`config.mk`:
```
export PLATFORM = sky130hd
export DESIGN_NAME = spi_sram_ctrl
export DESIGN_NICKNAME = d
export VERILOG_FILES = /design/src/rtl/spi_sram_ctrl.sv
export SDC_FILE = /design/constraint.sdc
export NUM_CORES = 1
export LEC_CHECK = 0
export CELL_PAD_IN_SITES_DETAIL_PLACEMENT = 2
export CELL_PAD_IN_SITES_GLOBAL_PLACEMENT = 2
export CORE_UTILIZATION = 35
export DETAILED_ROUTE_END_ITERATION = 12
export GPL_TIMING_DRIVEN = 1
export PLACE_DENSITY = 0.9
export SLEW_MARGIN = 20
export SYNTH_ARGS = -nofsm -noshare
export SYNTH_HDL_FRONTEND = slang
export SYNTH_SLANG_ARGS = --single-unit
export TNS_END_PERCENT = 30
```
`constraint.sdc`:
```
create_clock -name clk -period 3.89 [get_ports clk]
set_clock_uncertainty 0.15 [all_clocks]
set_input_delay 0.389 -clock clk [delete_from_list [all_inputs] [get_ports clk]]
set_output_delay 0.389 -clock clk [all_outputs]
set_load 0.005 [all_outputs]
```
`src/rtl/spi_sram_ctrl.sv`:
```
// Command sequencer between the SPI slave byte interface and the on-chip SRAM.
// Decodes write/read/status commands, runs auto-incrementing bursts and keeps tx_data one byte ahead.
module spi_sram_ctrl #(
    parameter int AW         = 10,
    parameter int ADDR_BYTES = 2
) (
    input  logic          clk,
    input  logic          rst,
    input  logic          msg_start,
    input  logic          msg_end,
    input  logic          rx_valid,
    input  logic [7:0]    rx_data,
    output logic [7:0]    tx_data,
    output logic [AW-1:0] sram_addr,
    output logic [7:0]    sram_wdata,
    output logic          sram_we,
    output logic          sram_re,
    input  logic [7:0]    sram_rdata,
    output logic          busy
);

    typedef enum logic [2:0] {
        IDLE, CMD, ADDR, WDATA, RPRE, RDATA, STAT, IGNORE
    } state_t;

    localparam logic [7:0] LAST_ADDR_BYTE = 8'(ADDR_BYTES - 1);

    state_t     state;
    logic       mode_rd;
    logic [7:0] byte_cnt;
    logic [7:0] wr_count;
    logic       rd_wait;

    assign busy = (state != IDLE);

    always_ff @(posedge clk or posedge rst) begin
        if (rst) begin
            state      <= IDLE;
            mode_rd    <= 1'b0;
            byte_cnt   <= 8'd0;
            wr_count   <= 8'd0;
            rd_wait    <= 1'b0;
            tx_data    <= 8'h00;
            sram_addr  <= '0;
            sram_wdata <= 8'h00;
            sram_we    <= 1'b0;
            sram_re    <= 1'b0;
        end else begin
            sram_we <= 1'b0;
            sram_re <= 1'b0;
            rd_wait <= sram_re;

            // A write strobe issued last cycle has landed: advance the burst.
            if (sram_we) begin
                sram_addr <= sram_addr + AW'(1);
                if (wr_count != 8'hFF)
                    wr_count <= wr_count + 8'd1;
            end

            if (msg_start) begin
                state    <= CMD;
                tx_data  <= 8'hA5;
                byte_cnt <= 8'd0;
                rd_wait  <= 1'b0;
            end else if (msg_end) begin
                state   <= IDLE;
                rd_wait <= 1'b0;
            end else begin
                case (state)
                    CMD: begin
                        if (rx_valid) begin
                            case (rx_data)
                                8'h02: begin state <= ADDR; mode_rd <= 1'b0; end
                                8'h03: begin state <= ADDR; mode_rd <= 1'b1; end
                                8'h05: begin state <= STAT; tx_data <= wr_count; end
                                default: begin state <= IGNORE; tx_data <= 8'hFF; end
                            endcase
                        end
                    end
                    ADDR: begin
                        if (rx_valid) begin
                            // Shifting through an AW-bit register drops the surplus high bits.
                            sram_addr <= AW'({sram_addr, rx_data});
                            byte_cnt  <= byte_cnt + 8'd1;
                            if (byte_cnt == LAST_ADDR_BYTE) begin
                                if (mode_rd) begin
                                    state   <= RPRE;
                                    sram_re <= 1'b1;
                                end else begin
                                    state    <= WDATA;
                                    wr_count <= 8'd0;
                                end
                            end
                        end
                    end
                    WDATA: begin
                        if (rx_valid) begin
                            sram_we    <= 1'b1;
                            sram_wdata <= rx_data;
                        end
                    end
                    RPRE: begin
                        if (rd_wait) begin
                            tx_data   <= sram_rdata;
                            sram_addr <= sram_addr + AW'(1);
                            state     <= RDATA;
                        end
                    end
                    RDATA: begin
                        // Prefetch the byte for the next boundary as soon as this one is consumed.
                        if (rd_wait) begin
                            tx_data   <= sram_rdata;
                            sram_addr <= sram_addr + AW'(1);
                        end else if (rx_valid) begin
                            sram_re <= 1'b1;
                        end
                    end
                    STAT:    tx_data <= wr_count;
                    IGNORE:  tx_data <= 8'hFF;
                    default: ;
                endcase
            end
        end
    end

endmodule
```
==> flow_summary_export.csv <==
group,metric,value,unit
global_routing,met3_usage,2.51,%
timing,max_slew_margin,38.6,%
floorplanning,die_area,8800,um^2
floorplanning,io_pins,50,
floorplanning,dieWidth,93.8,um
setup_path,worstPathArrival,2.62,ns
power_and_ir_drop,power_switching,0.512,mW
power_and_ir_drop,clockPowerShare,22.3,%
finish,final_nets,397,
global_routing,grt_max_degree,50,
setup_path,r2r-end,"wr_count[2]",
worst_hold_path,min_path_type,"reg2reg",
timing,whs,0.337,ns
timing,hold_violations,0,
power_and_ir_drop,p_leak,1.43,nW
worst_hold_path,hold_end,"sram_wdata[5]",
global_routing,use_met2,40.1,%
floorplanning,die_y,93.8,um
timing,rsz0062_at_grt,"no",
drt,wl,9370,um
outcome,outcome,"completed",
power_and_ir_drop,finalPower,1.44,mW
worst_hold_path,hold_depth,2,
setup_path,crit_required,3.93,ns
global_routing,globalRouteMet1Util,29.7,%
timing,slew_violations,0,
cts,ctsHoldBuffers,0,
global_routing,grt_pass1_vias,2961,
timing,post-route-period-util,66.3,%
timing,fin_tns_setup,0,ns
drt,drc,0,
logic_synthesis,synth-seq-cells,49,
cts,cts_inserted_buffers,5,
logic_synthesis,ys_seq_area_share,41.5,%
power_and_ir_drop,power.share.switching,35.5,%
placed_design,portBuffers,49,
placed_design,place_congestion,0.813,
setup_path,worst-setup-path-type,"in2reg",
global_routing,antenna_found_initial,0,
setup_path,crit_path_end_kind,"register",
logic_synthesis,synth_edf_count,0,
placed_design,post-dp-hpwl,6910,um
cts,h-tree-depth,2,
global_routing,top_usage_layer,"met2",
timing,fmax,387,MHz
cts,clk-insertion-delay-late,0.32,ns
drt,drt_iter0_markers,87,
drt,via_count,2668,
power_and_ir_drop,comb_power_share,28.5,%
power_and_ir_drop,ir_drop,0.000168,V
power_and_ir_drop,internal-power,0.931,mW
drt,firstDrtPassIters,4,
logic_synthesis,yosysUniqueCellTypes,57,
setup_path,reg2reg_setup_slack,1.44,ns
drt,routed_via_density,5.58,
finish,area_delta_synth_final,22.0,%
drt,wl_per_cell,19.6,um
cts,cts-resized-gates,0,
cts,cts_sinks,49,
worst_hold_path,hold_start,"sram_wdata[5]",
finish,seq_area,1230,um^2
cts,cts_tree,"yes",
setup_path,rr_startpoint,"byte_cnt[1]",
logic_synthesis,ys_warn_count,0,
timing,period_minus_slack,2.58,ns
logic_synthesis,ys.flop_type,"dfrtp_1",
power_and_ir_drop,powerDensity,401,nW/um^2
logic_synthesis,synth_area_per_cell,8.94,um^2
logic_synthesis,async_flop_share,100,%
global_routing,grt_pass1_wl,15600,um
timing,worstMarginPinSlew,0.920,ns
floorplanning,coreArea,8180,um^2
power_and_ir_drop,p_seq_share,49.2,%
finish,multi_input_area,1610,um^2
global_routing,overflow,0,
setup_path,cp_max_fo,12,
floorplanning,num_rows,33,
finish,fillers,923,
cts,clockBufferDepth,2,
finish,drive_gt1_share,8.04,%
timing,setup_viol,0,
cts,cts-root-buf,"clkbuf_8",
setup_path,r2r_cells,7,
global_routing,grt_use_total,22.9,%
setup_path,setup.worst_path.start_class,"input pin",
drt,postRouteAntennaNets,0,
finish,antenna_cells,0,
logic_synthesis,syn_nets,355,
floorplanning,initial_core_util,36.1,%
cts,post_cts_buffers,0,
cts,path_clk_slew,0.10,ns
logic_synthesis,syn_inst,330,
flow_run,maxCapViolCount,0,
logic_synthesis,syn-cell-area,2950,um^2
worst max-delay path by stage:
stage,from,endpoint,slack (ns),depth (start not counted)
global placement,msg_start,wr_count[7],1.20,7
finish,msg_end,wr_count[2],1.31,6
global route,msg_end,wr_count[2],1.20,6
CTS,msg_start,wr_count[2],1.33,7
detailed placement,msg_start,wr_count[2],1.01,7
floorplan,state[2],tx_data[0],1.96,4
sequential cells by signal, indices dropped and copies added, names as in the netlist:
| register | count |
|---|---|
| sram_we | 1 |
| sram_wdata | 8 |
| mode_rd | 1 |
| rd_wait | 1 |
| sram_addr | 10 |
| state | 3 |
| sram_re | 1 |
| byte_cnt | 8 |
| tx_data | 8 |
| wr_count | 8 |
routing by layer:
metal,up-vias,wire length (um)
met2,63,4680
met1,1330,4210
li1,1264,-
met5,-,0
met4,0,136
met3,11,332
metrics by stage:
stage | instance area [um^2] | cells | worst slack (ns) | util (%)
2_1_floorplan | 2950 | 330 | 1.96 | -
3_5_place_dp | 3510 | 470 | 1.01 | 42.9
4_1_cts | 3600 | 478 | 1.33 | 44.0
5_1_grt | 3600 | 478 | 1.20 | 44.1
6_report | 3600 | 478 | 1.31 | 44.1
3_3_place_gp | 3510 | 470 | 1.20 | 42.9
Yosys cell counts (2+ instances only):
master,instances,area (um^2)
o22a_1,2,17.5
o211ai_1,9,67.6
o21ai_0,15,75.1
buf_2,5,25.0
nand2b_1,10,62.6
inv_1,7,26.3
nand4_1,10,62.6
and2_1,2,12.5
xnor2_1,10,87.6
nor3_2,2,20.0
o22ai_1,6,37.5
a21oi_1,17,85.1
nor3_1,3,15.0
a21o_1,2,15.0
mux2_2,9,101
clkbuf_1,8,30.0
a22oi_1,7,52.6
or3_1,3,18.8
o31ai_1,5,37.5
mux2i_1,2,20.0
xor2_1,14,123
nand2_1,46,173
nor2b_1,2,12.5
nor2_1,32,120
o2111ai_1,2,17.5
nand3_1,7,35.0
and3_1,6,37.5
o21a_1,2,15.0
or2_2,3,18.8
nor4_1,4,25.0
dfrtp_1,49,1230
ha_1,4,50.1
power by group through the flow:
stage                     sequential [mW]  combinational [mW]  clock (mW)
final                               0.710               0.411       0.322
after global routing                0.727               0.457       0.348
after CTS                           0.711               0.414       0.333
after detailed placement            0.721               0.408           0
after global placement              0.714               0.384           0
after floorplan                     0.664               0.248           0
cell families after synthesis:
logic type	count (synthesis)	synth area share, %
compound gates	78	18.1
xor+xnor	24	7.12
fa+ha+maj	4	1.70
buf+inv	25	3.77
flops	49	41.5
mux	11	4.11
simple gates	139	23.7
worst max-delay path, cell delays in order:
cell and delay (ns):
clkdlybuf4s50_1 0.55, or2_2 0.48, nor3_2 0.57, nand2_1 0.15, nor2_2 0.35, nor2_1 0.13
layout by cell type, fill, tap and decap left out, drive strengths merged, types with 2 or more instances in the layout:
master,synthesis,layout
o22ai,6,6
o211ai,9,9
nand2,46,46
xor2,14,14
buf,8,2
nand4,10,10
clkdlybuf4s50,0,49
o31ai,5,5
a21o,2,2
nor2,33,33
or3,3,3
xnor2,10,10
inv,8,8
dfrtp,49,49
o21a,2,2
nor2b,2,2
nand2b,10,10
o22a,2,2
o21ai,15,15
ha,4,4
and2,2,2
a22oi,7,7
clkbuf,8,5
nor4,4,4
or2,3,3
nand3,7,7
mux2,9,9
clkinv,1,3
and3,6,6
o2111ai,2,2
nor3,6,6
a21oi,17,17
mux2i,2,2
layout make-up:
cell class                 count  area share [%]
sequential                    49            34.0
clock inverter                 3           0.590
inverter                       9           0.973
tap                          105            3.65
timing repair buffer          51            14.0
clock buffer                   5            1.91
multi-input combinational    256            44.8
No activity file was read; power rests on OpenSTA's default activity.
